===== config.mk =====
export PLATFORM = sky130hd
export DESIGN_NAME = ex_muldiv
export DESIGN_NICKNAME = d
export VERILOG_FILES = /design/src/rtl/ex_muldiv.sv
export SDC_FILE = /design/constraint.sdc
export NUM_CORES = 1
export LEC_CHECK = 0
export ABC_AREA = 0
export CORE_MARGIN = 4
export CORE_UTILIZATION = 38
export DETAILED_ROUTE_END_ITERATION = 12
export GPL_TIMING_DRIVEN = 0
export REMOVE_ABC_BUFFERS = 1
export SYNTH_ARGS = -nofsm -noshare
export SYNTH_HDL_FRONTEND = slang
export SYNTH_SLANG_ARGS = --single-unit

===== constraint.sdc =====
create_clock -name clk -period 6.5 [get_ports clk]
set_input_delay 0.65 -clock clk [delete_from_list [all_inputs] [get_ports clk]]
set_output_delay 0.65 -clock clk [all_outputs]
set_load 0.01 [all_outputs]

===== src/rtl/ex_muldiv.sv =====
// Iterative RV32M multiply/divide unit: shift-add multiply and restoring divide,
// STEP_BITS bits per cycle, with divide special cases short-circuited to FIN.
module ex_muldiv #(
    parameter int XLEN      = 32,
    parameter int STEP_BITS = 1
) (
    input  logic            clk,
    input  logic            rst_n,
    input  logic            start_i,
    input  logic [2:0]      func3_i,
    input  logic [XLEN-1:0] op1_i,
    input  logic [XLEN-1:0] op2_i,
    input  logic [4:0]      rd_addr_i,
    input  logic            rd_wen_i,
    input  logic            flush_i,
    output logic            hold_flag_o,
    output logic            busy_o,
    output logic            done_o,
    output logic [XLEN-1:0] rd_data_o,
    output logic [4:0]      rd_addr_o,
    output logic            rd_wen_o
);

    localparam int ITERS = XLEN / STEP_BITS;
    localparam int CW    = $clog2(ITERS + 1);

    typedef enum logic [1:0] {IDLE, CALC, FIN} state_t;

    state_t              state_reg;
    logic [2:0]          func3_reg;
    logic [XLEN-1:0]     divisor_reg;
    logic [2*XLEN-1:0]   acc_reg;
    logic                neg_reg;
    logic [4:0]          rd_addr_reg;
    logic                rd_wen_reg;
    logic [CW-1:0]       count_reg;

    // Operand decode on the request inputs
    logic                is_div, is_rem, op1_signed, op2_signed, s1, s2;
    logic [XLEN-1:0]     abs1, abs2, preset;
    logic                div_zero, div_ovf, special, neg_in;

    always_comb begin
        is_div     = func3_i[2];
        is_rem     = func3_i[1];
        op1_signed = (func3_i == 3'b000) || (func3_i == 3'b001) || (func3_i == 3'b010) ||
                     (func3_i == 3'b100) || (func3_i == 3'b110);
        op2_signed = (func3_i == 3'b000) || (func3_i == 3'b001) ||
                     (func3_i == 3'b100) || (func3_i == 3'b110);
        s1         = op1_signed & op1_i[XLEN-1];
        s2         = op2_signed & op2_i[XLEN-1];
        abs1       = s1 ? -op1_i : op1_i;
        abs2       = s2 ? -op2_i : op2_i;
        div_zero   = is_div && (op2_i == '0);
        div_ovf    = is_div && !func3_i[0] &&
                     (op1_i == {1'b1, {(XLEN-1){1'b0}}}) && (op2_i == '1);
        special    = div_zero || div_ovf;
        if (div_zero)
            preset = is_rem ? op1_i : '1;
        else
            preset = is_rem ? '0 : op1_i;
        neg_in     = (is_div && is_rem) ? s1 : (s1 ^ s2);
    end

    // One multiply step: add multiplicand * low digit into the upper half, shift right
    logic [XLEN+STEP_BITS-1:0] partial, upper;
    logic [2*XLEN-1:0]         mul_next;

    always_comb begin
        partial  = {{STEP_BITS{1'b0}}, divisor_reg} *
                   {{XLEN{1'b0}}, acc_reg[STEP_BITS-1:0]};
        upper    = {{STEP_BITS{1'b0}}, acc_reg[2*XLEN-1:XLEN]} + partial;
        mul_next = {upper, acc_reg[XLEN-1:STEP_BITS]};
    end

    // Restoring divide: upper half is partial remainder, lower half shifts dividend out / quotient in
    logic [XLEN-1:0]   rem_w, dq_w;
    logic [XLEN:0]     trial_w;
    logic [2*XLEN-1:0] div_next;

    always_comb begin
        rem_w   = acc_reg[2*XLEN-1:XLEN];
        dq_w    = acc_reg[XLEN-1:0];
        trial_w = '0;
        for (int i = 0; i < STEP_BITS; i++) begin
            trial_w = {rem_w, dq_w[XLEN-1]};
            if (trial_w >= {1'b0, divisor_reg}) begin
                rem_w = XLEN'(trial_w - {1'b0, divisor_reg});
                dq_w  = {dq_w[XLEN-2:0], 1'b1};
            end else begin
                rem_w = trial_w[XLEN-1:0];
                dq_w  = {dq_w[XLEN-2:0], 1'b0};
            end
        end
        div_next = {rem_w, dq_w};
    end

    // Sign correction and result selection in FIN
    logic [2*XLEN-1:0] mul_fix;
    logic [XLEN-1:0]   div_half, div_fix, result;

    always_comb begin
        mul_fix  = neg_reg ? -acc_reg : acc_reg;
        div_half = func3_reg[1] ? acc_reg[2*XLEN-1:XLEN] : acc_reg[XLEN-1:0];
        div_fix  = neg_reg ? -div_half : div_half;
        if (func3_reg[2])
            result = div_fix;
        else if (func3_reg[1:0] == 2'b00)
            result = mul_fix[XLEN-1:0];
        else
            result = mul_fix[2*XLEN-1:XLEN];
    end

    always_ff @(posedge clk or negedge rst_n) begin
        if (!rst_n) begin
            state_reg   <= IDLE;
            func3_reg   <= '0;
            divisor_reg <= '0;
            acc_reg     <= '0;
            neg_reg     <= 1'b0;
            rd_addr_reg <= '0;
            rd_wen_reg  <= 1'b0;
            count_reg   <= '0;
        end else begin
            case (state_reg)
                IDLE: begin
                    if (start_i && !flush_i) begin
                        func3_reg   <= func3_i;
                        rd_addr_reg <= rd_addr_i;
                        rd_wen_reg  <= rd_wen_i;
                        divisor_reg <= abs2;
                        count_reg   <= CW'(ITERS);
                        if (special) begin
                            // Preset lands in the half FIN selects for this op
                            acc_reg   <= is_rem ? {preset, {XLEN{1'b0}}} : {{XLEN{1'b0}}, preset};
                            neg_reg   <= 1'b0;
                            state_reg <= FIN;
                        end else begin
                            acc_reg   <= {{XLEN{1'b0}}, abs1};
                            neg_reg   <= neg_in;
                            state_reg <= CALC;
                        end
                    end
                end
                CALC: begin
                    if (flush_i) begin
                        state_reg <= IDLE;
                    end else begin
                        acc_reg   <= func3_reg[2] ? div_next : mul_next;
                        count_reg <= count_reg - 1'b1;
                        if (count_reg == CW'(1))
                            state_reg <= FIN;
                    end
                end
                default: state_reg <= IDLE;
            endcase
        end
    end

    assign done_o      = (state_reg == FIN) && !flush_i;
    assign busy_o      = (state_reg != IDLE);
    assign hold_flag_o = rst_n && (((state_reg == IDLE) && start_i && !flush_i) ||
                                   (state_reg == CALC));
    assign rd_data_o   = done_o ? result : '0;
    assign rd_addr_o   = done_o ? rd_addr_reg : 5'd0;
    assign rd_wen_o    = done_o && rd_wen_reg;

endmodule


# [Yosys cells after proc, flatten, opt, wreduce, memory -nomap -nowiden]
# Index checks and enable logic that the tools add are counted.
# W data, S select, Z words.
[totals] register_bits=114
[op_classes] n_addsub=7 multipliers=1 order_cmp=1 n_eq_ne=12 muxes=30 bitwise=3 reduce_logical=30
[ops] cell="$mux W64" count=6
[ops] cell="$mux W32" count=11
[ops] cell="$pmux W64 S2" count=1
[ops] cell="$neg A32 Y32" count=3
[ops] cell="$eq A32 B32 Y1 const B" count=2
[ops] cell="$neg A64 Y64" count=1
[ops] cell="$add A32 B33 Y33" count=1
[ops] cell="$ge A33 B32 Y1" count=1
[ops] cell="$mul A32 B1 Y33" count=1
[ops] cell="$logic_not A32 Y1" count=1
[ops] cell="$sub A32 B32 Y32" count=1
[ops] cell="$mux W6" count=2
[ops] cell="$pmux W6 S2" count=1
[ops] cell="$logic_and A1 B1 Y1" count=11
[ops] cell="$logic_or A1 B1 Y1" count=8
[ops] cell="$mux W2" count=4
[ops] cell="$eq A3 B3 Y1 const B" count=2
[ops] cell="$eq A6 B1 Y1 const B" count=1
[ops] cell="$sub A6 B1 Y6 const B" count=1
[ops] cell="$mux W5" count=1
[ops] cell="$logic_not A2 Y1" count=2
[ops] cell="$ne A2 B2 Y1 const B" count=2
[ops] cell="$pmux W2 S2" count=1
[ops] cell="$reduce_and A2 Y1" count=2
[ops] cell="12 further kinds" count=17

# [Depth between registers and ports, before layout]
[logic_depth] word_depth=10 mapped_depth=16 mapped_depth_nobuf=13

# [Least setup slack after synthesis]
# No wires, ideal clock.
[synth_path] path_type="flip-flop to output port" start="register func3_reg[1]" end="output rd_data_o[28]" arrival_time_ns=4.585 required_ns=5.850 path_slack_ns=1.265 path_stages_with_launch=16 path_buffers=6 path_cell_list="dfrtp_1 > clkbuf_1 > clkbuf_1 > buf_1 > clkbuf_1 > buf_2 > buf_1 > mux2i_1 > ha_1 > o21ai_0 > nor4_1 > nand2_1 > o41a_1 > a21oi_1 > xnor2_1 > a211oi_1"
[synth_between] elab_chain_cells=5 word_cells_on_any_way=7
[synth_lines] item="start: declaration" line="30" rtl="logic [2:0] func3_reg;"
[synth_lines] item="start signal: assignment" line="128" rtl="func3_reg <= func3_i;"
[synth_lines] item="$mux W32" line="104" rtl="div_half = func3_reg[1] ? acc_reg[2*XLEN-1:XLEN] : acc_reg[XLEN-1:0];"
[synth_lines] item="$neg A32 Y32" line="105" rtl="div_fix = neg_reg ? -div_half : div_half;"
[synth_lines] item="$mux W32" line="105"
[synth_lines] item="$mux W32 *" line="106" rtl="if (func3_reg[2])"
[synth_lines] item="$mux W32 *" line="164" rtl="assign rd_data_o = done_o ? result : '0;"
[synth_lines] item="end: declaration" line="19" rtl="output logic [XLEN-1:0] rd_data_o,"
# Every way passes the cells marked *; elsewhere a longest branch is shown, timed or not.

# [Worst setup path in the final report]
[layout_path] start="register acc_reg[0]" end="output rd_data_o[28]"
[layout_between] elab_chain_cells=5 word_cells_on_any_way=8
[layout_lines] item="start: declaration" line="32" rtl="logic [2*XLEN-1:0] acc_reg;"
[layout_lines] item="start signal: assignment" line="135" rtl="acc_reg <= is_rem ? {preset, {XLEN{1'b0}}} : {{XLEN{1'b0}}, preset};"
[layout_lines] item="start signal: assignment" line="139" rtl="acc_reg <= {{XLEN{1'b0}}, abs1};"
[layout_lines] item="start signal: assignment" line="149" rtl="acc_reg <= func3_reg[2] ? div_next : mul_next;"
[layout_lines] item="$neg A64 Y64 / $mux W32 (equally long branches)" line="103, 104"
[layout_lines] item="$mux W64 / $neg A32 Y32 (equally long branches)" line="103, 105"
[layout_lines] item="$mux W32 (on tied branches)" line="108, 105"
[layout_lines] item="$mux W32 *" line="106"
[layout_lines] item="$mux W32 *" line="164"
# Marked as above.

==> impl_metrics.py <==
metrics = {
    "clock_network": {
        "cts_buffers": 17,
        "cts_tree": "built",
        "ctsRootBufferMaster": "sky130_fd_sc_hd__clkbuf_16",
        "cts-htree-levels": 4,
        "insertion_delay_ps": 440,
        "cts_setup_buffers": 0,
        "cts.repair.resized": 0,
        "cts.path.max_buffers": 2,
        "clk_pin_slew_ps": 60,
        "holdBufCountCts": 0,
        "number_of_sinks_on_the_clock_net": 114,
    },
    "global_routing": {
        "global_route.usage.total_pct": 24.0,
        "grt_pass1_wl_um": 79100,
        "grt_start_max_net_pins": 71,
        "vias_in_the_first_global_route": 13900,
        "globalRoute.totalOverflow": 0,
        "antenna_found_initial": 0,
    },
    "critical_path": {
        "worst_r2r_path_depth": 12,
        "timing.rr.end": "acc_reg[57]",
        "critPathKind": "register to primary output",
        "worstPathMaxFanout": 35,
        "worst_r2r_startpoint": "acc_reg[0]",
        "cp_slowest_cell": "sky130_fd_sc_hd__or4_1",
        "cp.required_ps": 5850,
        "timing.critical_path.slowest_cell_delay_ps": 740,
        "crit_path_launch": "acc_reg[0]",
        "critPathCaptureType": "primary output",
        "critPathArrivalTime_ps": 5170,
        "worst_path_most_repeated_cell": "sky130_fd_sc_hd__nor3_1",
        "reg2reg_slack_ps": 1960,
        "critPathLaunchType": "register",
        "worstPathCellList": "clkinv_1 -> ha_1 -> nand2b_1 -> nor3_1 -> nand3_1 -> or4_1 -> nor3_1 -> mux2i_1 -> a21oi_1 -> nor3_1 -> a211oi_1 -> clkdlybuf4s50_1",
        "worstSetupEndpoint": "rd_data_o[28]",
    },
    "logic_synthesis": {
        "netlist_instances": 1955,
        "seq_area_frac_synth_pct": 20.0,
        "synth_enable_flop_cells": 0,
        "postSynth.topFlopCell": "sky130_fd_sc_hd__dfrtp_1",
        "yosys_warnings": 0,
        "synth-async-reset-ratio_pct": 100,
        "yosysUniqueCellTypes": 81,
        "syn-cell-area_mm2": 0.0142,
        "synth.ff_latch_count": 114,
        "postSynthAreaPerCell_um2": 7.28,
    },
    "hold_path": {
        "holdCritPathClass": "primary input to async pin",
    },
    "sta": {
        "max_freq_mhz": 172,
        "maxSlewViolCount": 0,
        "fin_clk_skew_ps": 11.3,
        "rsz0062_at_grt": "false",
        "setup_violations": 0,
        "min_period_over_period_pct": 89.6,
        "finalHoldViolCount": 0,
        "worst_slew_pin_slew_ps": 1360,
        "period_minus_slack_ps": 5820,
        "worst_slew_margin_rel_pct": 9.17,
    },
    "cells_and_area": {
        "area_growth_pct": 14.0,
        "post_route_cells_drive_above_1_share_pct": 5.05,
        "design_area_mm2": 0.0162,
        "layout.cells.most_common_list": "sky130_fd_sc_hd__nand2_1 (196), sky130_fd_sc_hd__nor2_1 (181), sky130_fd_sc_hd__o21ai_0 (170), sky130_fd_sc_hd__a21oi_1 (165), sky130_fd_sc_hd__clkdlybuf4s50_1 (116)",
        "largest_reg_flops": 64,
        "mostFrequentLayoutCell": "sky130_fd_sc_hd__nand2_1",
        "num-nets-final": 2098,
        "final_cell_count_no_fill": 2429,
        "insertedDiodeCount": 0,
    },
    "routing": {
        "detailed_route_drc_error_count": 0,
        "routed-via-count": 14700,
        "post_drt_via_cell_ratio": 6.06,
        "drt-total-wl_um": 50800,
        "routedWlPerCell_um": 20.9,
        "final_antenna_net_count": 0,
        "number_of_optimization_iterations_in_the_first_detailed_route_pass": 5,
        "detailedRoute.firstIterationViolations": 1166,
    },
    "die": {
        "dieArea_mm2": 0.0406,
        "fp.dieW_um": 202,
        "die-height_um": 202,
        "start_util_pct": 38.7,
        "core_area_mm2": 0.0368,
        "boundary_pin_count": 118,
        "core.rowCount": 70,
    },
    "job": {
        "maxCapViolations": 0,
    },
    "placement": {
        "numPlacedInstances": 2397,
        "gp_congestion": 0.959,
        "dp.final_hpwl_um": 39200,
        "placed_cell_area_mm2": 0.0156,
        "io_buffer_count": 117,
    },
    "status": {
        "status": "completed",
    },
    "power_and_ir_drop": {
        "max-vdd-ir-drop_v": 0.000169,
        "power.density_mw_per_mm2": 449,
        "p_leak_nw": 6.43,
    },
}
==> where the power goes <==
part           switching (W)  internal (W)
clock network       0.000398      0.000579
registers           0.000676      0.000949
logic                0.00275       0.00195
total                0.00383       0.00347
==> Yosys cell counts (all sizes together) (4+ instances only) <==
library cell | n | area, um^2
xnor2 | 99 | 867
nand2b | 22 | 138
o21ai | 172 | 861
nand4 | 31 | 194
clkbuf | 129 | 484
nor2b | 7 | 43.8
a21oi | 167 | 840
o22ai | 29 | 181
o21bai | 11 | 82.6
a311oi | 4 | 35.0
nand2 | 196 | 736
mux2i | 73 | 731
a41oi | 6 | 52.6
nor3 | 52 | 260
o41ai | 15 | 150
dfrtp | 114 | 2850
ha | 71 | 888
nor2 | 184 | 691
mux2 | 11 | 124
a32oi | 5 | 43.8
or4 | 12 | 97.6
or3 | 29 | 191
nand3 | 38 | 190
and2 | 8 | 50.1
nand3b | 10 | 75.1
a21o | 20 | 150
buf | 28 | 129
a221oi | 8 | 70.1
o211ai | 15 | 113
xor2 | 96 | 841
a211o | 4 | 35.0
nor4 | 15 | 109
a211oi | 27 | 203
o31ai | 33 | 248
inv | 55 | 206
and3 | 19 | 119
nand4b | 4 | 35.0
or2 | 21 | 131
a221o | 22 | 220
a31oi | 18 | 113
o21a | 18 | 135
==> worst max-delay path, delay by kind of cell (launching register included) <==
| kind | cells | cell delay [ps] |
|---|---|---|
| AOI/OAI and AO/OA | 2 | 440 |
| adders and majority gates | 1 | 300 |
| buffers and inverters | 2 | 1230 |
| DFF | 1 | 420 |
| muxes | 1 | 100 |
| and+or+nand+nor | 6 | 2250 |
==> area by class of cell <==
class / instances / area (um^2)
fillers: 3786 / 20500
multi-input cells: 1627 / 10600
flip-flops and latches: 114 / 2860
repair buffers: 131 / 1390
well taps: 468 / 586
clock buffers: 18 / 439
inverters: 57 / 214
clock inverters: 14 / 155
==> through the flow <==
stage          util, %  setup TNS [ps]  total power (W)  setup slack (ps)  hold slack, ps
2_1_floorplan        -               0          0.00483              1470             354
3_3_place_gp      41.8         -306920          0.00616             -5430             452
3_5_place_dp      42.5               0          0.00621              1070             464
4_1_cts           44.1               0          0.00721               654             142
5_1_grt           44.1               0          0.00787               453             155
6_report          44.1               0          0.00730               677             128
==> cell families after synthesis <==
logic type                 share of synthesized area [%]
xor gates and xnor gates                            12.0
and+or+nand+nor                                     22.1
buffers and inverters                               5.81
muxes                                               6.00
DFF                                                 20.0
AOI/OAI and AO/OA                                   27.5
adders and majority gates                           6.52
==> how the worst min path moves through the flow <==
stage / start / cells past startpoint / slack (ps) / end
after global routing: rst_n / 1 / 150 / count_reg[3]
after global placement: rd_addr_reg[1] / 2 / 450 / rd_addr_reg[1]
after CTS: rst_n / 1 / 140 / count_reg[3]
after floorplan: rst_n / 0 / 350 / acc_reg[0]
final: rst_n / 1 / 130 / count_reg[3]
after detailed placement: rd_addr_reg[4] / 2 / 460 / rd_addr_reg[4]
==> per-layer routing <==
metal	routed length (um)	vias up	track usage (%)
li1	-	7137	-
met1	23600	6971	34.3
met2	22800	528	37.9
met3	2810	86	2.53
met4	1510	0	8.25
met5	0	-	0
Note: power is estimated with default switching activity, not from simulation.
